<file path="config.mk">
export PLATFORM = sky130hd
export DESIGN_NAME = risk_order_gate
export DESIGN_NICKNAME = d
export VERILOG_FILES = /design/src/rtl/risk_order_gate.sv
export SDC_FILE = /design/constraint.sdc
export NUM_CORES = 1
export LEC_CHECK = 0
export ABC_AREA = 1
export CAP_MARGIN = 20
export CELL_PAD_IN_SITES_DETAIL_PLACEMENT = 0
export CELL_PAD_IN_SITES_GLOBAL_PLACEMENT = 1
export CORE_UTILIZATION = 34
export DETAILED_ROUTE_END_ITERATION = 7
export PLACE_DENSITY_LB_ADDON = 0.3
export SYNTH_ARGS = -nofsm -noshare
export SYNTH_HDL_FRONTEND = slang
export SYNTH_SLANG_ARGS = --single-unit
</file>
<file path="constraint.sdc">
create_clock -name clk -period 7.23 [get_ports clk]
set_input_delay 1.446 -clock clk [delete_from_list [all_inputs] [get_ports clk]]
set_output_delay 1.446 -clock clk [all_outputs]
set_load 0.02 [all_outputs]
</file>
<file path="src/rtl/risk_order_gate.sv">
// Order-path kill gate: applies the latest risk verdict to a one-entry registered order stage.
// Orders flow in ARMED, stall in WAIT/HOLD, and are dropped and counted in KILLED until kill_clear.
module risk_order_gate #(
   parameter int DROP_CNT_W = 16
) (
   input  logic                         clk,
   input  logic                         rst,
   input  logic                         risk_valid,
   output logic                         risk_ready,
   input  logic                         risk_allow,
   input  logic                         risk_kill,
   input  logic                         ord_in_valid,
   output logic                         ord_in_ready,
   input  logic signed [31:0]           ord_in_qty,
   input  logic                         ord_in_side,
   output logic                         ord_out_valid,
   input  logic                         ord_out_ready,
   output logic signed [31:0]           ord_out_qty,
   output logic                         ord_out_side,
   input  logic                         kill_clear,
   output logic                         kill_latched,
   output logic [1:0]                   gate_state,
   output logic [DROP_CNT_W-1:0]        drop_count
);

   typedef enum logic [1:0] {
      ST_WAIT   = 2'b00,
      ST_ARMED  = 2'b01,
      ST_HOLD   = 2'b10,
      ST_KILLED = 2'b11
   } state_t;

   state_t                  r_state;
   state_t                  w_state_nxt;
   logic                    r_risk_ready;
   logic                    r_out_vld;
   logic signed [31:0]      r_out_qty;
   logic                    r_out_side;
   logic [DROP_CNT_W-1:0]   r_drop_cnt;

   logic                    w_in_ready;
   logic                    w_accept;
   logic                    w_load;
   logic                    w_in_drop;
   logic                    w_consume;
   logic                    w_kill_entry;
   logic                    w_flush;
   logic                    w_load_drop;
   logic [1:0]              w_drop_inc;

   function automatic logic [DROP_CNT_W-1:0] sat_add(input logic [DROP_CNT_W-1:0] a,
                                                     input logic [1:0] inc);
      logic [DROP_CNT_W:0] s;
      s = {1'b0, a} + {{(DROP_CNT_W-1){1'b0}}, inc};
      if (s[DROP_CNT_W]) sat_add = '1;
      else               sat_add = s[DROP_CNT_W-1:0];
   endfunction

   // Verdict decode; kill wins over allow, and a latched kill only yields to a clean kill_clear
   always_comb begin
      w_state_nxt = r_state;
      case (r_state)
         ST_KILLED: begin
            if (kill_clear && !(risk_valid && risk_kill)) w_state_nxt = ST_WAIT;
         end
         default: begin
            if (risk_valid) begin
               if (risk_kill)       w_state_nxt = ST_KILLED;
               else if (risk_allow) w_state_nxt = ST_ARMED;
               else                 w_state_nxt = ST_HOLD;
            end
         end
      endcase
   end

   always_comb begin
      w_in_ready = 1'b0;
      case (r_state)
         ST_ARMED:  w_in_ready = !r_out_vld || ord_out_ready;
         ST_KILLED: w_in_ready = 1'b1;
         default:   w_in_ready = 1'b0;
      endcase
   end

   assign w_accept     = ord_in_valid && w_in_ready;
   assign w_load       = w_accept && (r_state == ST_ARMED);
   assign w_in_drop    = w_accept && (r_state == ST_KILLED);
   assign w_consume    = r_out_vld && ord_out_ready;
   assign w_kill_entry = (r_state != ST_KILLED) && (w_state_nxt == ST_KILLED);
   // An order accepted on the kill edge never leaves the block, so it is counted too
   assign w_flush      = w_kill_entry && r_out_vld && !ord_out_ready;
   assign w_load_drop  = w_kill_entry && w_load;
   assign w_drop_inc   = {1'b0, w_flush} + {1'b0, (w_in_drop || w_load_drop)};

   always_ff @(posedge clk or posedge rst) begin
      if (rst) begin
         r_state      <= ST_WAIT;
         r_risk_ready <= 1'b0;
         r_drop_cnt   <= '0;
      end else begin
         r_state      <= w_state_nxt;
         r_risk_ready <= 1'b1;
         r_drop_cnt   <= sat_add(r_drop_cnt, w_drop_inc);
      end
   end

   always_ff @(posedge clk or posedge rst) begin
      if (rst) begin
         r_out_vld  <= 1'b0;
         r_out_qty  <= '0;
         r_out_side <= 1'b0;
      end else begin
         if (w_kill_entry)   r_out_vld <= 1'b0;
         else if (w_load)    r_out_vld <= 1'b1;
         else if (w_consume) r_out_vld <= 1'b0;
         if (w_load && !w_kill_entry) begin
            r_out_qty  <= ord_in_qty;
            r_out_side <= ord_in_side;
         end
      end
   end

   assign risk_ready    = r_risk_ready;
   assign ord_in_ready  = w_in_ready;
   assign ord_out_valid = r_out_vld;
   assign ord_out_qty   = r_out_qty;
   assign ord_out_side  = r_out_side;
   assign kill_latched  = (r_state == ST_KILLED);
   assign gate_state    = r_state;
   assign drop_count    = r_drop_cnt;

endmodule

</file>
==> reports/qor.yml, run 1 <==
setup_path:
  cp.arrival_ns: 2.84
  end_kind: "output port"
  start_kind: "primary input"
  crit_fanout: 3
  cp.required_ns: 5.78
  path_class: "in -> out"
global_routing:
  grt_pass1_wl_mm: 9.92
  grt_max_degree: 54
  grt_use_total_pct: 16.7
  antenna_found_initial: 0
  grt-ovfl-total: 0
  grt_pass1_vias: 2146
clock_tree:
  h-tree-depth: 2
  numCtsBuffers: 5
  cts_resized: 0
  cts_tree: "done"
  clk_pin_slew_worst_paths_ns: 0.09
  cts_num_sinks: 53
  cts_buffer_depth: 2
  ctsHoldBuffers: 0
  clk_latency_ns: 0.31
  postCtsSetupBuffers: 0
  clockRootBuffer: "clkbuf_8"
timing:
  worstMarginPinSlew_ns: 0.843
  finalCritPeriodShare_pct: 59.3
  clock.fmax_mhz: 233
  fin_crit_ns: 4.29
  worst_slack_ns: 2.94
  final-setup-viol-count: 0
  rsz0062_at_grt: "no"
  fin_skew_ns: 0.00882
  slew_headroom_pct: 43.7
  fin_tns_setup_ns: 0
  slew_violations: 0
  hold_viol_final: 0
route:
  ant_nets: 0
  drtIter0Drc: 105
  drc_errors: 0
  first_pass_iters: 4
  post_drt_wl_per_cell_um: 12.9
  num_vias: 2198
  vias_per_cell: 4.55
  wirelength_mm: 6.22
finish:
  antennaDiodeCount: 0
  drive_gt1_share_pct: 8.53
  fillers: 686
  fin_area_mm2: 0.00362
  multi_input_area_mm2: 0.00101
  nets: 429
  area_growth_pct: 44.6
  final-seq-area_mm2: 0.00133
logic_synthesis:
  synth_top_cell_area_share_pct: 53.0
  ys_types: 30
  synth_edf_count: 0
  syn_avg_cell_area_um2: 8.54
  syn_area_mm2: 0.00250
  synth-warning-count: 0
  synthCells: 293
  synth_ff_type: "dfrtp_1"
  synthArstFlopShare_pct: 100
  ys_ff_latch: 53
  synth_area_leaders: "dfrtp_1 (53%), nand2_1 (15%), nand3_1 (10%)"
  ys_seq_area_share_pct: 53.0
  synth.net_count: 336
  synth_top_area_cell: "dfrtp_1"
die:
  core_mm2: 0.00694
  io-pin-count: 96
  start_util_pct: 36.0
  die-area_mm2: 0.00770
  die_x_um: 87.8
  placementRows: 30
  dieHeight_um: 87.8
power_and_ir_drop:
  p_per_area_mw_per_mm2: 380
  ir_drop_mv: 0.127
  p_total_w: 0.00137
  p_leak_nw: 1.72
place:
  place_area_mm2: 0.00350
  dpl_worst_slack_ns: 2.75
  hpwl_mm: 4.28
  gp_congestion: 0.797
  numPortBuffers: 95
job:
  maxCapViolations: 0
hold_path:
  hold_path.class: "reg -> reg"
run_status:
  status: "finished, final reports clean"
[synth_stat cells (2+ instances only)]
| cell | n |
|---|---|
| buf_2 | 3 |
| inv_1 | 21 |
| dfrtp_1 | 53 |
| nor3_1 | 3 |
| nand2_2 | 13 |
| nand2_1 | 97 |
| or2_1 | 3 |
| nor2_4 | 2 |
| nor2_1 | 13 |
| xor2_1 | 2 |
| o21ai_0 | 5 |
| nand4_1 | 3 |
| buf_4 | 4 |
| a21oi_1 | 2 |
| buf_6 | 3 |
| nand3_1 | 52 |
[layer usage]
layer | vias to the layer above | global-route usage [%] | routed length, um
met3 | 6 | 3.49 | 347
met2 | 66 | 27.6 | 2860
met4 | 0 | 5.07 | 61
met5 | - | 0 | 0
li1 | 1118 | - | -
met1 | 1008 | 22.1 | 2950
[final timing paths]
path	start	slack, ns	cells past startpoint	endpoint
setup / recovery	ord_out_ready	2.94	5	ord_in_ready
hold / removal	ord_out_qty[29]	0.48	2	ord_out_qty[29]
setup reg to reg	ord_out_valid	4.24	12	drop_count[8]
hold reg to reg	ord_out_qty[29]	0.48	2	ord_out_qty[29]
max in group asynchronous	rst	5.14	3	ord_out_qty[7]
min in group asynchronous	rst	1.64	3	ord_out_valid
[worst max-delay path, cell delays in order]
cell	delay, ns
clkdlybuf4s50_1	0.39
or2_1	0.27
nand2_1	0.14
nand2_1	0.07
clkdlybuf4s50_1	0.53
[sequential cells by signal, summed over array words and instances, names as in the netlist]
register       count
ord_out_valid      1
ord_out_side       1
risk_ready         1
gate_state         2
drop_count        16
ord_out_qty       32
[cell families (layout without fill, tap and decap cells)]
kind of cell | Yosys count | after routing | share of synthesized area [%]
other | 1 | 1 | 0.150
DFF | 53 | 53 | 53.0
xor gates and xnor gates | 2 | 2 | 0.700
adders and majority gates | 2 | 2 | 1.30
and+or+nand+nor | 195 | 195 | 36.7
buffers and inverters | 32 | 126 | 6.45
AOI/OAI and AO/OA | 8 | 8 | 1.70
[cell type report]
type                       instances  share of cell area [%]
timing repair buffer              96                    26.5
multi-input combinational        208                    28.0
tap                               96                    3.32
clock inverter                     3                    1.28
sequential                        53                    36.7
inverter                          22                    2.28
clock buffer                       5                    1.90
[stage by stage]
step | hold WS [ns] | std cells | utilization (%)
2_1_floorplan | 0.577 | 293 | -
6_report | 0.477 | 483 | 52.1
5_1_grt | 0.498 | 483 | 52.1
3_3_place_gp | 0.453 | 475 | 50.4
3_5_place_dp | 0.458 | 475 | 50.4
4_1_cts | 0.482 | 483 | 52.1
[report_power, final]
| group | switching, W | internal [W] |
|---|---|---|
| Clock | 0.0000999 | 0.000104 |
| Sequential | 0.0000735 | 0.000406 |
| Combinational | 0.000390 | 0.000299 |
[cells in the final DEF, fill, tap and decap left out, drive strengths merged]
cell type / n
nand2: 111
clkdlybuf4s50: 95
nand3: 54
dfrtp: 53
inv: 22
nor2: 16
o21ai: 5
clkbuf: 5
or2: 5
nor3: 4
nand4: 4
a21oi: 2
xor2: 2
a21boi: 1
nand3b: 1
fa: 1
ha: 1
clkinv: 1
bufinv: 1
clkinvlp: 1
buf: 1
conb: 1
(Power assumes the default switching activity.)
==> run 2: changes to the inputs <==
- CORE_UTILIZATION: 34 -> 28
- clock period: 7.23 -> 3.49 ns (I/O delays scaled with it)
==> reports/qor.yml, run 2 (same netlist as run 1, synthesis figures left out) <==
power_and_ir_drop:
  p_leak_nw: 1.73  # was 1.72 nW
  ir_drop_mv: 0.286  # was 0.127 mV
  p_per_area_mw_per_mm2: 789  # was 380 mW/mm^2
  switching_share_pct: 40.8  # was 41.1%
  seqPwrFrac_pct: 34.4  # was 34.9%
  p_total_w: 0.00288  # was 0.00137 W
  p_int_w: 0.00171  # was 0.000809 W
  switching_power_w: 0.00118  # was 0.000564 W
  clkPwrFrac_pct: 15.1  # was 14.8%
  combPwrFrac_pct: 50.5  # was 50.2%
route:
  vias_per_cell: 4.44  # was 4.55
  num_vias: 2211  # was 2198
  wirelength_mm: 6.50  # was 6.22 mm
  first_pass_iters: 6  # was 4
  drc_errors: 0  # unchanged
  ant_nets: 0  # unchanged
  drtIter0Drc: 65  # was 105
  post_drt_wl_per_cell_um: 13.1  # was 12.9 um
die:
  io-pin-count: 96  # unchanged
  dieHeight_um: 96.5  # was 87.8 um
  start_util_pct: 28.8  # was 36.0%
  die-area_mm2: 0.00931  # was 0.00770 mm^2
  placementRows: 34  # was 30
  core_mm2: 0.00868  # was 0.00694 mm^2
  die_x_um: 96.5  # was 87.8 um
place:
  place_area_mm2: 0.00354  # was 0.00350 mm^2
  hpwl_mm: 4.51  # was 4.28 mm
  numPortBuffers: 95  # unchanged
  gp_congestion: 0.761  # was 0.797
global_routing:
  antenna_found_initial: 0  # unchanged
  grt-ovfl-total: 0  # unchanged
  grt_use_total_pct: 14.3  # was 16.7%
  grt_pass1_wl_mm: 10.3  # was 9.92 mm
  grt_max_degree: 36  # was 54
  grt_pass1_vias: 2101  # was 2146
timing:
  slew_violations: 0  # unchanged
  hold_viol_final: 0  # unchanged
  final-setup-viol-count: 0  # unchanged
  worstMarginPinSlew_ns: 0.617  # was 0.843 ns
  fin_crit_ns: 2.89
  clock.fmax_mhz: 347
  rsz0062_at_grt: "no"  # unchanged
  fin_skew_ns: 0.00723  # was 0.00882 ns
  finalCritPeriodShare_pct: 82.7
  fin_tns_setup_ns: 0  # unchanged
  hold_slack_ns: 0.478  # was 0.477 ns
  slew_headroom_pct: 58.8  # was 43.7%
clock_tree:
  cts_resized: 0  # unchanged
  cts_tree: "done"  # unchanged
  ctsHoldBuffers: 0  # unchanged
  postCtsSetupBuffers: 0  # unchanged
  numCtsBuffers: 5  # unchanged
  cts_num_sinks: 53  # unchanged
  clockRootBuffer: "clkbuf_8"  # unchanged
  h-tree-depth: 2  # unchanged
  cts_buffer_depth: 2  # unchanged
  clk_pin_slew_worst_paths_ns: 0.10  # was 0.09 ns
  clk_latency_ns: 0.30  # was 0.31 ns
finish:
  nets: 432  # was 429
  final_core_util_pct: 42.1  # was 52.1%
  drive_gt1_share_pct: 8.97  # was 8.53%
  fin_area_mm2: 0.00365  # was 0.00362 mm^2
  largest_reg_flops: 32  # unchanged
  area_growth_pct: 46.1  # was 44.6%
  final_common_cell: "nand2_1"  # unchanged
  antennaDiodeCount: 0  # unchanged
  layout_common_cells: "nand2_1 (97), clkdlybuf4s50_1 (95), dfrtp_1 (53), nand3_1 (52), inv_1 (20)"  # unchanged
setup_path:
  cp.required_ns: 3.72  # was 5.78 ns
  r2r_slack_ns: 0.98  # was 4.24 ns
  cp.arrival_ns: 3.12  # was 2.84 ns
  crit_fanout: 14  # was 3
  end_kind: "flip-flop"  # was output port
  start_kind: "primary input"  # unchanged
  path_class: "in -> reg"  # was in -> out
hold_path:
  hold_path.class: "reg -> reg"  # unchanged
job:
  maxCapViolations: 0  # unchanged
run_status:
  status: "finished, final reports clean"  # unchanged
-- run 2: cell count changes in the layout (fill, tap and decap cells not counted), sizes merged --
cell,previous run,this run
clkbuf,5,7
buf,1,4
clkinv,1,0
clkinvlp,1,0
-- run 2: per-layer routing --
layer / part of all wire [%] / track usage (%) / vias up
met2: 46 / 23.8 / 58
met4: 0.51 / 2.57 / 0
li1: - / - / 1119
met5: 0 / 0 / -
met1: 48 / 19.2 / 1030
met3: 5.9 / 3.29 / 4
-- run 2: final timing paths --
path | from | endpoint | depth (start not counted)
max in group asynchronous | rst | ord_out_qty[5] | 3
hold / removal | ord_out_qty[29] | ord_out_qty[29] | 2
setup / recovery | risk_valid | drop_count[15] | 13
min in group asynchronous | rst | ord_out_qty[19] | 2
setup reg to reg | gate_state[0] | drop_count[15] | 13
hold reg to reg | ord_out_qty[29] | ord_out_qty[29] | 2
-- run 2: power groups by stage --
stage | Clock (W) | Combinational [W] | Sequential (W)
floorplan | 0 | 0.000564 | 0.00127
global placement | 0 | 0.00147 | 0.00101
detailed placement | 0 | 0.00148 | 0.00100
CTS | 0.000453 | 0.00148 | 0.000993
global route | 0.000473 | 0.00160 | 0.00102
finish | 0.000436 | 0.00146 | 0.000992
-- run 2: critical path, cell delays in order --
cell	delay, ns
clkdlybuf4s50_1	0.53
a21boi_0	0.10
nand2_1	0.12
inv_1	0.07
a21oi_1	0.15
nand3_1	0.09
nand2_1	0.08
fa_1	0.20
ha_1	0.17
nand2_1	0.09
nor2_2	0.23
nand4_2	0.38
nand3_1	0.20
-- run 2: through the flow --
| step | instances | setup WS (ns) |
|---|---|---|
| 2_1_floorplan | 293 | 0.840 |
| 3_3_place_gp | 490 | 0.323 |
| 3_5_place_dp | 490 | 0.232 |
| 4_1_cts | 498 | 0.558 |
| 5_1_grt | 498 | 0.324 |
| 6_report | 498 | 0.604 |
-- run 2: final cells by class --
type | count | area (um^2)
Timing Repair Buffer | 99 | 981
Fill cell | 883 | 5020
Tap cell | 108 | 135
Multi-Input combinational cell | 208 | 1010
Clock inverter | 1 | 30.0
Inverter | 22 | 82.6
Clock buffer | 7 | 86.3
Sequential cell | 53 | 1330
==> run 3: changes to the inputs <==
- clock period: 3.49 -> 2.4 ns (I/O delays scaled with it)
==> reports/qor.yml, run 3 (same netlist as run 1, synthesis figures left out) <==
die:
  dieHeight_um: 96.5  # unchanged
  core_mm2: 0.00868  # unchanged
  die-area_mm2: 0.00931  # unchanged
  start_util_pct: 28.8  # unchanged
  placementRows: 34  # unchanged
  die_x_um: 96.5  # unchanged
  io-pin-count: 96  # unchanged
run_status:
  status: "finished, final reports clean"  # unchanged
setup_path:
  path_class: "in -> reg"  # unchanged
  cp-startpoint: "ord_out_ready"  # was risk_valid
  timing.rr.start: "gate_state[0]"  # unchanged
  crit_path_max_incr_delay_ns: 0.41  # was 0.53 ns
  end_kind: "flip-flop"  # unchanged
  cp.arrival_ns: 2.46  # was 3.12 ns
  r2r_cells: 15  # was 13
  rr_endpoint: "drop_count[12]"  # was drop_count[15]
  cp_slowest_cell: "clkdlybuf4s50_1"  # unchanged
  cp.required_ns: 2.59  # was 3.72 ns
  crit_fanout: 6  # was 14
  start_kind: "primary input"  # unchanged
  r2r_slack_ns: 0.18  # was 0.98 ns
  cp_cell_sequence: "clkdlybuf4s50_1 > or2_4 > nand2_2 > nor2_4 > nand3_2 > nand2_2 > fa_2 > ha_4 > nand2_4 > nor2_4 > nand4_4 > buf_6 > nand3_1"  # was clkdlybuf4s50_1 > a21boi_0 > nand2_1 > inv_1 > a21oi_1 > nand3_1 > nand2_1 > fa_1 > ha_1 > nand2_1 > nor2_2 > nand4_2 > nand3_1
  crit_end: "drop_count[7]"  # was drop_count[15]
global_routing:
  antenna_found_initial: 0  # unchanged
  grt_max_degree: 54  # was 36
  grt_pass1_vias: 2265  # was 2101
  grt-ovfl-total: 0  # unchanged
  grt_use_total_pct: 15.2  # was 14.3%
  grt_pass1_wl_mm: 10.8  # was 10.3 mm
timing:
  clock.fmax_mhz: 441
  finalCritPeriodShare_pct: 94.4
  rsz0062_at_grt: "no"  # unchanged
  fin_crit_ns: 2.27
  hold_viol_final: 0  # unchanged
  final-setup-viol-count: 0  # unchanged
  fin_skew_ns: 0.00374  # was 0.00723 ns
  slew_violations: 0  # unchanged
place:
  place_area_mm2: 0.00364  # was 0.00354 mm^2
  numPortBuffers: 95  # unchanged
  gp_congestion: 0.804  # was 0.761
  hpwl_mm: 4.61  # was 4.51 mm
clock_tree:
  cts_buffer_depth: 2  # unchanged
  clockRootBuffer: "clkbuf_8"  # unchanged
  cts_num_sinks: 53  # unchanged
  cts_tree: "done"  # unchanged
  numCtsBuffers: 5  # unchanged
  h-tree-depth: 2  # unchanged
  clk_pin_slew_worst_paths_ns: 0.10  # about the same
  clk_latency_ns: 0.31  # was 0.30 ns
job:
  maxCapViolations: 0  # unchanged
finish:
  area_growth_pct: 53.7  # was 46.1%
  final_core_util_pct: 44.3  # was 42.1%
  drive_gt1_share_pct: 16.4  # was 8.97%
  antennaDiodeCount: 0  # unchanged
  fin_area_mm2: 0.00384  # was 0.00365 mm^2
  nets: 444  # was 432
  fillers: 902  # was 883
  final-seq-area_mm2: 0.00133  # about the same
  largest_reg_flops: 32  # unchanged
  layout_common_cells: "nand2_1 (90), clkdlybuf4s50_1 (90), dfrtp_1 (51), nand3_1 (50), inv_1 (19)"  # was nand2_1 (97), clkdlybuf4s50_1 (95), dfrtp_1 (53), nand3_1 (52), inv_1 (20)
  multi_input_area_mm2: 0.00110  # was 0.00101 mm^2
power_and_ir_drop:
  p_per_area_mw_per_mm2: 1110  # was 789 mW/mm^2
  p_leak_nw: 1.83  # was 1.73 nW
  ir_drop_mv: 0.474  # was 0.286 mV
route:
  post_drt_wl_per_cell_um: 13.1  # about the same
  drtIter0Drc: 65  # unchanged
  drc_errors: 0  # unchanged
  num_vias: 2326  # was 2211
  wirelength_mm: 6.70  # was 6.50 mm
  ant_nets: 0  # unchanged
  vias_per_cell: 4.56  # was 4.44
  first_pass_iters: 4  # was 6
hold_path:
  hold_path.class: "reg -> reg"  # unchanged
-- run 3: cell types whose count changed in the layout (fill, tap and decap cells not counted), sizes merged, moves of 2 or more --
cell / change
buf: +12
clkdlybuf4s50: -5
dlymetal6s2s: +3
clkinvlp: +2
dlygate4sd2: +2
-- run 3: per-layer routing --
| metal | part of all wire (%) | global-route usage [%] | up-vias |
|---|---|---|---|
| met2 | 47 | 25.2 | 57 |
| met3 | 5.9 | 3.44 | 7 |
| met1 | 46 | 19.6 | 1117 |
| li1 | - | - | 1145 |
| met5 | 0 | 0 | - |
| met4 | 1.2 | 4.78 | 0 |
-- run 3: timing repair --
item / 4_1_cts / 5_1_grt
endpoints found under the hold margin: 0 / 0
buffers inserted: 0 / 2
pin swaps: 1 / 11
endpoints found under the setup margin: 17 / 16
gates resized for setup: 7 / 25
hold buffers: 0 / 0
-- run 3: stage by stage --
stage               total power [W]  setup TNS [ns]  std cells  worst slack, ns  hold WS (ns)
floorplan                   0.00269               0        293           0.0126         0.577
global placement            0.00367           -5.83        500           -0.416         0.453
detailed placement          0.00370           -6.66        500           -0.471         0.458
CTS                         0.00423       -0.000588        508        -0.000431         0.483
global route                0.00457               0        510          0.00743         0.505
finish                      0.00425               0        510            0.135         0.479
-- run 3: area by class of cell --
type                    instances  share of cell area, %
clock buffers                   6                   1.89
clock inverters                 2                  0.390
inverters                      22                   2.15
multi-input cells             208                   28.7
flip-flops and latches         53                   34.6
well taps                     108                   3.51
repair buffers                111                   28.8
-- run 3: how the worst min path moves through the flow --
stage	start	end	slack, ns	cells past startpoint
2_1_floorplan	ord_out_qty[0]	ord_out_qty[0]	0.58	2
3_3_place_gp	ord_out_qty[27]	ord_out_qty[27]	0.45	2
3_5_place_dp	ord_out_qty[21]	ord_out_qty[21]	0.46	2
4_1_cts	ord_out_qty[21]	ord_out_qty[21]	0.48	2
5_1_grt	ord_out_qty[7]	ord_out_qty[7]	0.51	2
6_report	ord_out_qty[21]	ord_out_qty[21]	0.48	2
-- run 3: power breakdown --
| part | switching (W) | internal [W] | leakage, nW |
|---|---|---|---|
| Sequential | 0.000247 | 0.00123 | 0.669 |
| Combinational | 0.00125 | 0.00101 | 1.12 |
| Clock | 0.000306 | 0.000206 | 0.0374 |
-- run 3: critical path: cells and delay by family --
| family | cells | cell delay (ns) |
|---|---|---|
| buf+inv | 2 | 0.55 |
| simple gates | 9 | 0.86 |
| fa+ha+maj | 2 | 0.56 |
